## config.mk

```make
export PLATFORM = sky130hd
export DESIGN_NAME = osd_trace_arbiter
export DESIGN_NICKNAME = d
export VERILOG_FILES = /design/src/rtl/dii_package.sv /design/src/rtl/osd_trace_arb_pkg.sv /design/src/rtl/osd_dii_skid_buf.sv /design/src/rtl/osd_trace_arbiter.sv
export SDC_FILE = /design/constraint.sdc
export NUM_CORES = 1
export LEC_CHECK = 0
export CAP_MARGIN = 20
export CORE_ASPECT_RATIO = 1.4
export CORE_UTILIZATION = 26
export DETAILED_ROUTE_END_ITERATION = 16
export PLACE_DENSITY = 0.77
export SLEW_MARGIN = 20
export SYNTH_ARGS = -nofsm -noshare
export SYNTH_HDL_FRONTEND = slang
export SYNTH_HIERARCHICAL = 1
export SYNTH_SLANG_ARGS = --single-unit
```

## constraint.sdc

```tcl
create_clock -name clk -period 2.06 [get_ports clk]
set_clock_uncertainty 0.2 [all_clocks]
set_input_delay 0.515 -clock clk [delete_from_list [all_inputs] [get_ports clk]]
set_output_delay 0.515 -clock clk [all_outputs]
set_load 0.05 [all_outputs]
```

## src/rtl/dii_package.sv

```systemverilog
// DII debug interconnect flit type shared by trace and ring blocks.
package dii_package;

   typedef struct packed {
      logic        valid;
      logic        last;
      logic [15:0] data;
   } dii_flit;

endpackage

```

## src/rtl/osd_trace_arb_pkg.sv

```systemverilog
// Shared types and round-robin search helper for osd_trace_arbiter.
package osd_trace_arb_pkg;

   typedef enum logic {ARB_IDLE, ARB_LOCKED} arb_state_t;

   localparam int unsigned MAX_SRC  = 32;
   localparam int unsigned RR_IDX_W = 6;

   typedef logic [RR_IDX_W-1:0] rr_idx_t;

   typedef struct packed {
      logic    found;
      rr_idx_t idx;
   } rr_sel_t;

   // First set bit of req[n-1:0], scanning start, start+1, ... modulo n.
   function automatic rr_sel_t rr_search(
      input logic [MAX_SRC-1:0] req,
      input rr_idx_t            n,
      input rr_idx_t            start
   );
      rr_sel_t r;
      rr_idx_t i;
      r = '0;
      for (int k = 0; k < MAX_SRC; k++) begin
         i = start + rr_idx_t'(k);
         if (i >= n) i = i - n;
         if (rr_idx_t'(k) < n && !r.found &&
             (req & (MAX_SRC'(1) << i)) != '0) begin
            r.found = 1'b1;
            r.idx   = i;
         end
      end
      return r;
   endfunction

endpackage

```

## src/rtl/osd_dii_skid_buf.sv

```systemverilog
// Two-entry DII skid buffer: registered output, full throughput,
// no combinational path from out_ready to in_ready.
module osd_dii_skid_buf
   import dii_package::*;
(
   input  logic    clk,
   input  logic    rst,
   input  dii_flit in_flit,
   output logic    in_ready,
   output dii_flit out_flit,
   input  logic    out_ready
);

   dii_flit main_q, main_d;
   dii_flit skid_q, skid_d;

   assign in_ready = !skid_q.valid;
   assign out_flit = main_q;

   // skid only holds data while main is stalled and full
   always_comb begin
      main_d = main_q;
      skid_d = skid_q;
      if (skid_q.valid) begin
         if (out_ready) begin
            main_d       = skid_q;
            skid_d.valid = 1'b0;
         end
      end else if (!main_q.valid || out_ready) begin
         main_d = in_flit;
      end else if (in_flit.valid) begin
         skid_d = in_flit;
      end
   end

   always_ff @(posedge clk or negedge rst) begin
      if (!rst) begin
         main_q <= '0;
         skid_q <= '0;
      end else begin
         main_q <= main_d;
         skid_q <= skid_d;
      end
   end

endmodule

```

## src/rtl/osd_trace_arbiter.sv

```systemverilog
// Packet-locked round-robin merge of NUM_SRC DII trace streams.
// Define OSD_TRACE_ARB_OUTREG_EN to register debug_out via osd_dii_skid_buf.
module osd_trace_arbiter
   import dii_package::*;
   import osd_trace_arb_pkg::*;
#(
   parameter  int unsigned NUM_SRC = 2,
   localparam int unsigned IDX_W   = $clog2(NUM_SRC)
) (
   input  logic                   clk,
   input  logic                   rst,
   input  logic    [NUM_SRC-1:0]  src_en,
   input  dii_flit [NUM_SRC-1:0]  debug_in,
   output logic    [NUM_SRC-1:0]  debug_in_ready,
   output dii_flit                debug_out,
   input  logic                   debug_out_ready,
   output logic    [IDX_W-1:0]    cur_src,
   output logic                   busy
);

   localparam int unsigned PAD_W = RR_IDX_W - IDX_W;

   arb_state_t         state_q, state_d;
   logic [IDX_W-1:0]   rr_ptr_q, rr_ptr_d;
   logic [IDX_W-1:0]   lock_idx_q, lock_idx_d;
   logic [IDX_W-1:0]   sel;
   logic [PAD_W-1:0]   sel_unused;
   logic [NUM_SRC-1:0] req;
   rr_sel_t            rr;
   dii_flit            arb_flit;
   logic               arb_ready;

   function automatic logic [IDX_W-1:0] wrap_inc(input logic [IDX_W-1:0] x);
      return (x == IDX_W'(NUM_SRC - 1)) ? '0 : x + IDX_W'(1);
   endfunction

   always_comb begin
      for (int i = 0; i < NUM_SRC; i++) begin
         req[i] = debug_in[i].valid & src_en[i];
      end
   end

   always_comb begin
      rr = rr_search(MAX_SRC'(req), RR_IDX_W'(NUM_SRC), RR_IDX_W'(rr_ptr_q));
      {sel_unused, sel} = rr.idx;
   end

   // arbitration is suppressed while reset is held
   always_comb begin
      state_d        = state_q;
      rr_ptr_d       = rr_ptr_q;
      lock_idx_d     = lock_idx_q;
      arb_flit       = '0;
      debug_in_ready = '0;
      if (rst) begin
         unique case (state_q)
            ARB_IDLE: begin
               if (rr.found) begin
                  arb_flit            = debug_in[sel];
                  debug_in_ready[sel] = arb_ready;
                  if (arb_ready && debug_in[sel].last) begin
                     rr_ptr_d = wrap_inc(sel);
                  end else begin
                     lock_idx_d = sel;
                     state_d    = ARB_LOCKED;
                  end
               end
            end
            ARB_LOCKED: begin
               arb_flit                   = debug_in[lock_idx_q];
               debug_in_ready[lock_idx_q] = arb_ready;
               if (arb_flit.valid && arb_ready && arb_flit.last) begin
                  state_d  = ARB_IDLE;
                  rr_ptr_d = wrap_inc(lock_idx_q);
               end
            end
            default: ;
         endcase
      end
   end

   always_ff @(posedge clk or negedge rst) begin
      if (!rst) begin
         state_q    <= ARB_IDLE;
         rr_ptr_q   <= '0;
         lock_idx_q <= '0;
      end else begin
         state_q    <= state_d;
         rr_ptr_q   <= rr_ptr_d;
         lock_idx_q <= lock_idx_d;
      end
   end

   assign busy    = (state_q == ARB_LOCKED);
   assign cur_src = !rst ? '0 : (busy ? lock_idx_q : sel);

`ifdef OSD_TRACE_ARB_OUTREG_EN
   osd_dii_skid_buf u_skid (
      .clk       (clk),
      .rst       (rst),
      .in_flit   (arb_flit),
      .in_ready  (arb_ready),
      .out_flit  (debug_out),
      .out_ready (debug_out_ready)
   );
`else
   assign debug_out = arb_flit;
   assign arb_ready = debug_out_ready;
`endif

endmodule

```

==> impl_metrics.xml, run 1 <==
<?xml version="1.0" encoding="UTF-8"?>
<metrics>
  <group name="outcome">
    <metric name="run_status" unit="">aborted with a tool error</metric>
    <metric name="first-error" unit="">[ERROR DPL-0033] detailed placement checks failed during check placement.</metric>
    <metric name="flow.stopped_at" unit="">5_1_grt</metric>
  </group>
  <group name="placement">
    <metric name="place_hpwl" unit="um">2210</metric>
    <metric name="routabilityCongestion" unit="">0.867</metric>
    <metric name="post_dp_cell_area" unit="sq mm">0.00172</metric>
    <metric name="placed_cells_incl_taps" unit="">181</metric>
    <metric name="port-buffer-count" unit="">62</metric>
  </group>
  <group name="timing">
    <metric name="grt_repair_worst_endpoint" unit="">debug_out[10]</metric>
    <metric name="worstEndpointType" unit="">output port</metric>
  </group>
  <group name="yosys">
    <metric name="postSynthRegisterBits" unit="">3</metric>
    <metric name="postSynthAreaPerCell" unit="sq um">7.73</metric>
    <metric name="syn_nets" unit="">119</metric>
    <metric name="post_synthesis_cell_area" unit="sq um">603</metric>
    <metric name="synthesis_warning_total" unit="">6</metric>
    <metric name="ys_seq_area_share" unit="%">12.4</metric>
    <metric name="synthesis.instances" unit="">78</metric>
    <metric name="yosys.cell_types.count" unit="">28</metric>
  </group>
  <group name="cts">
    <metric name="root_buffer_cell" unit="">sky130_fd_sc_hd__clkbuf_4</metric>
    <metric name="htreeDepth" unit="">1</metric>
    <metric name="clock-sinks" unit="">3</metric>
    <metric name="numCtsBuffers" unit="">3</metric>
    <metric name="cts_buffer_depth" unit="">2</metric>
  </group>
  <group name="die">
    <metric name="die_height" unit="um">59.0</metric>
    <metric name="top_level_pins" unit="">63</metric>
    <metric name="chipWidth" unit="um">42.7</metric>
    <metric name="floorplan_row_count" unit="">20</metric>
    <metric name="floorplan.initialDensity" unit="%">27.7</metric>
  </group>
  <group name="grt">
    <metric name="largest_net_degree_at_the_start_of_global_routing" unit="">11</metric>
    <metric name="grt_antenna_before_repair" unit="">0</metric>
  </group>
</metrics>
==> per-stage QoR <==
step	setup WS, ns	utilization (%)	hold WS, ns
2_1_floorplan	-0.270	-	0.0194
3_3_place_gp	-0.753	78.8	0.440
3_5_place_dp	-0.828	78.8	0.436
4_1_cts	-0.485	95.6	0.248
==> logic make-up after synthesis <==
family | Yosys count | synth area share, %
AND/OR/NAND/NOR | 36 | 29.0
flip-flops | 3 | 12.4
buffers and inverters | 7 | 8.92
AO/OA/AOI/OAI | 13 | 18.1
multiplexers | 19 | 31.5
==> cells in the mapped netlist <==
cell type,number,area (sq um)
sky130_fd_sc_hd__mux2i_1,19,190
sky130_fd_sc_hd__nor2_1,19,71.3
sky130_fd_sc_hd__nand2_1,4,15.0
sky130_fd_sc_hd__a21oi_1,3,15.0
sky130_fd_sc_hd__buf_2,3,15.0
sky130_fd_sc_hd__dfrtp_1,3,75.1
sky130_fd_sc_hd__nand3_1,3,15.0
sky130_fd_sc_hd__a41oi_1,2,17.5
sky130_fd_sc_hd__and2_1,2,12.5
sky130_fd_sc_hd__inv_1,2,7.51
sky130_fd_sc_hd__a22o_1,1,8.76
sky130_fd_sc_hd__a31oi_1,1,6.26
sky130_fd_sc_hd__and2_0,1,6.26
sky130_fd_sc_hd__and3b_4,1,12.5
sky130_fd_sc_hd__and4_1,1,8.76
sky130_fd_sc_hd__buf_12,1,20.0
sky130_fd_sc_hd__buf_6,1,11.3
sky130_fd_sc_hd__nand2_2,1,6.26
sky130_fd_sc_hd__nand3b_1,1,7.51
sky130_fd_sc_hd__nor2b_1,1,6.26
sky130_fd_sc_hd__nor3b_1,1,7.51
sky130_fd_sc_hd__o21ai_0,1,5.00
sky130_fd_sc_hd__o21ai_2,1,8.76
sky130_fd_sc_hd__o311a_1,1,10.0
sky130_fd_sc_hd__o31ai_1,1,7.51
sky130_fd_sc_hd__o31ai_4,1,21.3
sky130_fd_sc_hd__o32ai_1,1,8.76
sky130_fd_sc_hd__or2_1,1,6.26
==> timing repair <==
item	in CTS
setup endpoints to repair	22
setup buffers	6
pin swaps	12
gates resized for setup	73
hold buffers	0
gates cloned	1
==> run 2, diff against run 1 <==
--- a/config.mk
+++ b/config.mk
@@ -6,10 +6,10 @@
 export NUM_CORES = 1
 export LEC_CHECK = 0
 export CAP_MARGIN = 20
-export CORE_ASPECT_RATIO = 1.4
-export CORE_UTILIZATION = 26
+export CORE_AREA = 2 2 63 65
 export DETAILED_ROUTE_END_ITERATION = 16
-export PLACE_DENSITY = 0.77
+export DIE_AREA = 0 0 65 67
+export PLACE_DENSITY_LB_ADDON = 0.15
 export SLEW_MARGIN = 20
 export SYNTH_ARGS = -nofsm -noshare
 export SYNTH_HDL_FRONTEND = slang
==> constraint.sdc (replaced) <==
create_clock -name clk -period 2.7 [get_ports clk]
set_clock_uncertainty 0.2 [all_clocks]
set_input_delay 0.675 -clock clk [delete_from_list [all_inputs] [get_ports clk]]
set_output_delay 0.675 -clock clk [all_outputs]
set_load 0.05 [all_outputs]
==> impl_metrics.xml, run 2 <==
<?xml version="1.0" encoding="UTF-8"?>
<metrics>
  <group name="yosys">
    <metric name="synth_async_sr_flop_share" unit="%">100</metric>
    <metric name="postSynthAreaPerCell" unit="sq um">7.73</metric>
    <metric name="post_synthesis_cell_area" unit="sq um">603</metric>
    <metric name="syn_nets" unit="">119</metric>
    <metric name="synthTopCellsByArea" unit="">sky130_fd_sc_hd__mux2i_1 (32%), sky130_fd_sc_hd__dfrtp_1 (12%), sky130_fd_sc_hd__nor2_1 (12%), sky130_fd_sc_hd__o31ai_4 (3.5%), sky130_fd_sc_hd__buf_12 (3.3%)</metric>
    <metric name="ys_seq_area_share" unit="%">12.4</metric>
    <metric name="synth_commonest_cells" unit="">sky130_fd_sc_hd__mux2i_1 (19), sky130_fd_sc_hd__nor2_1 (19), sky130_fd_sc_hd__nand2_1 (4)</metric>
    <metric name="most_area_hungry_cell_type_in_the_yosys_netlist" unit="">sky130_fd_sc_hd__mux2i_1</metric>
    <metric name="synth_enable_flop_cells" unit="">0</metric>
    <metric name="synthesis_warning_total" unit="">6</metric>
    <metric name="postSynthRegisterBits" unit="">3</metric>
    <metric name="synthesis.instances" unit="">78</metric>
    <metric name="synth_top_area_share" unit="%">31.5</metric>
    <metric name="yosys_most_used_dff" unit="">sky130_fd_sc_hd__dfrtp_1</metric>
    <metric name="yosys.cell_types.count" unit="">28</metric>
  </group>
  <group name="placement">
    <metric name="place_hpwl" unit="um">2140</metric>
    <metric name="preCtsSetupSlack" unit="ns">-0.441</metric>
    <metric name="port-buffer-count" unit="">62</metric>
    <metric name="routabilityCongestion" unit="">0.820</metric>
  </group>
  <group name="power_and_ir_drop">
    <metric name="total_switching_power" unit="W">0.000435</metric>
    <metric name="clock_power_share" unit="%">12.8</metric>
    <metric name="cell_internal_pwr" unit="W">0.000578</metric>
    <metric name="leakage" unit="nW">0.771</metric>
    <metric name="power.density_cell_area" unit="mW/mm^2">518</metric>
    <metric name="power.share.combinational" unit="%">79.3</metric>
    <metric name="power.total" unit="W">0.00101</metric>
    <metric name="vdd_drop_max" unit="mV">0.249</metric>
    <metric name="seq_power_share" unit="%">7.8</metric>
    <metric name="switching_portion_of_total_power" unit="%">42.9</metric>
  </group>
  <group name="timing">
    <metric name="setup_repair_after_global_routing_missed_its_margin" unit="">true</metric>
    <metric name="achievable-frequency" unit="GHz">0.357</metric>
    <metric name="fin_crit_sh" unit="%">104</metric>
    <metric name="fin_tns_setup" unit="ns">-0.692</metric>
    <metric name="worst_hold_slack" unit="ns">0.358</metric>
    <metric name="slew-limit-headroom" unit="%">67.4</metric>
    <metric name="maxSlewViolCount" unit="">0</metric>
    <metric name="setup-violations-final" unit="">9</metric>
    <metric name="period_needed" unit="ns">2.80</metric>
    <metric name="worst_pin_slew" unit="ns">0.487</metric>
    <metric name="timing.final.hold_violations" unit="">0</metric>
    <metric name="post-route-worst-setup-slack" unit="ns">-0.0976</metric>
  </group>
  <group name="die">
    <metric name="die_height" unit="um">67</metric>
    <metric name="top_level_pins" unit="">63</metric>
    <metric name="design.die.area" unit="sq mm">0.00436</metric>
    <metric name="chipWidth" unit="um">65</metric>
    <metric name="floorplan.initialDensity" unit="%">16.7</metric>
    <metric name="design.core.area" unit="sq mm">0.00361</metric>
    <metric name="floorplan_row_count" unit="">22</metric>
  </group>
  <group name="cts">
    <metric name="clock_slew_seen_by_the_registers_of_the_worst_setup_and_hold_paths" unit="ns">0.03</metric>
    <metric name="root_buffer_cell" unit="">sky130_fd_sc_hd__clkbuf_8</metric>
    <metric name="cts_tree" unit="">done</metric>
    <metric name="clk_latency" unit="ns">0.21</metric>
    <metric name="clock-sinks" unit="">3</metric>
    <metric name="htreeDepth" unit="">1</metric>
    <metric name="numCtsBuffers" unit="">3</metric>
    <metric name="cts.hold.buffers_added" unit="">0</metric>
    <metric name="cts_buffer_depth" unit="">2</metric>
  </group>
  <group name="grt">
    <metric name="largest_net_degree_at_the_start_of_global_routing" unit="">9</metric>
    <metric name="grt_overflow" unit="">0</metric>
    <metric name="grt.total_usage" unit="%">13.1</metric>
    <metric name="grt_pass1_vias" unit="">939</metric>
    <metric name="grt_antenna_before_repair" unit="">0</metric>
    <metric name="grt_first_pass_wirelength" unit="um">4370</metric>
  </group>
  <group name="layout">
    <metric name="most_common_library_cell_in_the_layout_ignoring_fill_and_taps" unit="">sky130_fd_sc_hd__clkdlybuf4s50_1</metric>
    <metric name="antenna-diode-count" unit="">0</metric>
    <metric name="final_cell_mix" unit="">sky130_fd_sc_hd__clkdlybuf4s50_1 (34), sky130_fd_sc_hd__buf_12 (22), sky130_fd_sc_hd__buf_4 (18)</metric>
    <metric name="layout.nets" unit="">207</metric>
    <metric name="fin_util" unit="%">54.2</metric>
    <metric name="post_route_cells_drive_above_1_share" unit="%">49.1</metric>
    <metric name="fillers" unit="">331</metric>
    <metric name="area_growth" unit="%">224</metric>
  </group>
  <group name="critical_path">
    <metric name="critPathMaxFanout" unit="">6</metric>
    <metric name="endpoint_kind" unit="">output pin</metric>
    <metric name="timing.rr.end" unit="">rr_ptr_q</metric>
    <metric name="worstSetupPathType" unit="">primary input to output pin</metric>
    <metric name="cp_data_required_time" unit="ns">1.82</metric>
    <metric name="startpoint_type" unit="">primary input</metric>
    <metric name="ff2ff_setup_slack" unit="ns">0.99</metric>
    <metric name="worst_r2r_startpoint" unit="">rr_ptr_q</metric>
    <metric name="worstPathArrival" unit="ns">1.92</metric>
    <metric name="rr_worst_depth" unit="">6</metric>
  </group>
  <group name="routing">
    <metric name="dr.max_layer_used" unit="">met4</metric>
    <metric name="drt_first_pass_iters" unit="">2</metric>
    <metric name="met3RoutedLength" unit="um">330</metric>
    <metric name="drc" unit="">0</metric>
    <metric name="first_iter_violations" unit="">42</metric>
    <metric name="finalWirelength" unit="um">2590</metric>
    <metric name="detail-route-antenna-nets" unit="">0</metric>
    <metric name="routedWlPerCell" unit="um">12.2</metric>
    <metric name="total_via_count_after_detailed_routing" unit="">909</metric>
    <metric name="routed-wl-met2" unit="um">1320</metric>
    <metric name="routed_via_density" unit="">4.27</metric>
    <metric name="m1WireLength" unit="um">934</metric>
  </group>
  <group name="outcome">
    <metric name="run_status" unit="">finished with violations</metric>
    <metric name="violations" unit="">negative setup slack</metric>
  </group>
  <group name="flow_run">
    <metric name="max_cap_violations" unit="">0</metric>
  </group>
  <group name="min_path">
    <metric name="holdCritPathClass" unit="">primary input to asynchronous set/reset pin</metric>
  </group>
</metrics>
-- run 2: cell counts after synthesis --
No cell type changed its count.
-- run 2: final cells by class --
type | count | area, sq um | share of cell area, %
repair buffers | 88 | 1110 | 56.9
multi-input cells | 68 | 656 | 33.5
flip-flops and latches | 3 | 75.1 | 3.84
well taps | 48 | 60.1 | 3.07
clock buffers | 4 | 45.0 | 2.30
inverters | 2 | 7.51 | 0.384
-- run 2: cells by family (layout without fill, tap and decap cells) --
group	count (synthesis)	in the layout	synth area share, %
simple gates	36	36	29.0
mux	19	19	31.5
compound gates	13	13	18.1
buf+inv	7	94	8.92
flops	3	3	12.4
-- run 2: critical path, stage by stage --
cell,delay [ns]
sky130_fd_sc_hd__buf_6,0.09
sky130_fd_sc_hd__and3b_4,0.19
sky130_fd_sc_hd__o31ai_4,0.20
sky130_fd_sc_hd__buf_6,0.16
sky130_fd_sc_hd__buf_12,0.15
sky130_fd_sc_hd__mux2i_4,0.25
sky130_fd_sc_hd__nor2_4,0.06
sky130_fd_sc_hd__buf_12,0.14
-- run 2: how the worst max path moves through the flow --
stage,start,endpoint,slack (ns),cells past startpoint
final,debug_in[17],debug_out[1],-0.1,8
after global routing,debug_in[17],debug_out[15],-0.14,8
after CTS,debug_in[17],debug_out[1],-0.16,8
after detailed placement,src_en[1],debug_out[1],-0.44,7
after global placement,src_en[0],debug_out[14],-0.41,7
after floorplan,busy,debug_out[12],-0.16,6
-- run 2: power groups by stage --
stage	registers [W]	logic (W)	clock network (W)
floorplan	0.0000876	0.000357	0
global placement	0.0000800	0.000689	0
detailed placement	0.0000803	0.000693	0
CTS	0.0000797	0.000805	0.000134
global route	0.0000827	0.000846	0.000138
finish	0.0000794	0.000803	0.000130
-- run 2: timing repair --
action | 4_1_cts | 5_1_grt
gates resized for setup | 43 | 6
pin swaps | 5 | 3
setup buffers | 5 | 0
cloned | 3 | 0
endpoints found under the setup margin | 21 | 20
-- run 2: stage by stage --
stage          cell area (sq um)  instances
2_1_floorplan                663         78
3_3_place_gp                1660        202
3_5_place_dp                1660        202
4_1_cts                     1930        213
5_1_grt                     1950        213
6_report                    1950        213
-- run 2: metal layers --
metal / up-vias / GRT usage [%]
met4: 0 / 2.39
met3: 2 / 6.08
met5: - / 0
li1: 460 / -
met2: 47 / 23.6
met1: 400 / 14.1
No activity file was read; power rests on OpenSTA's default activity.
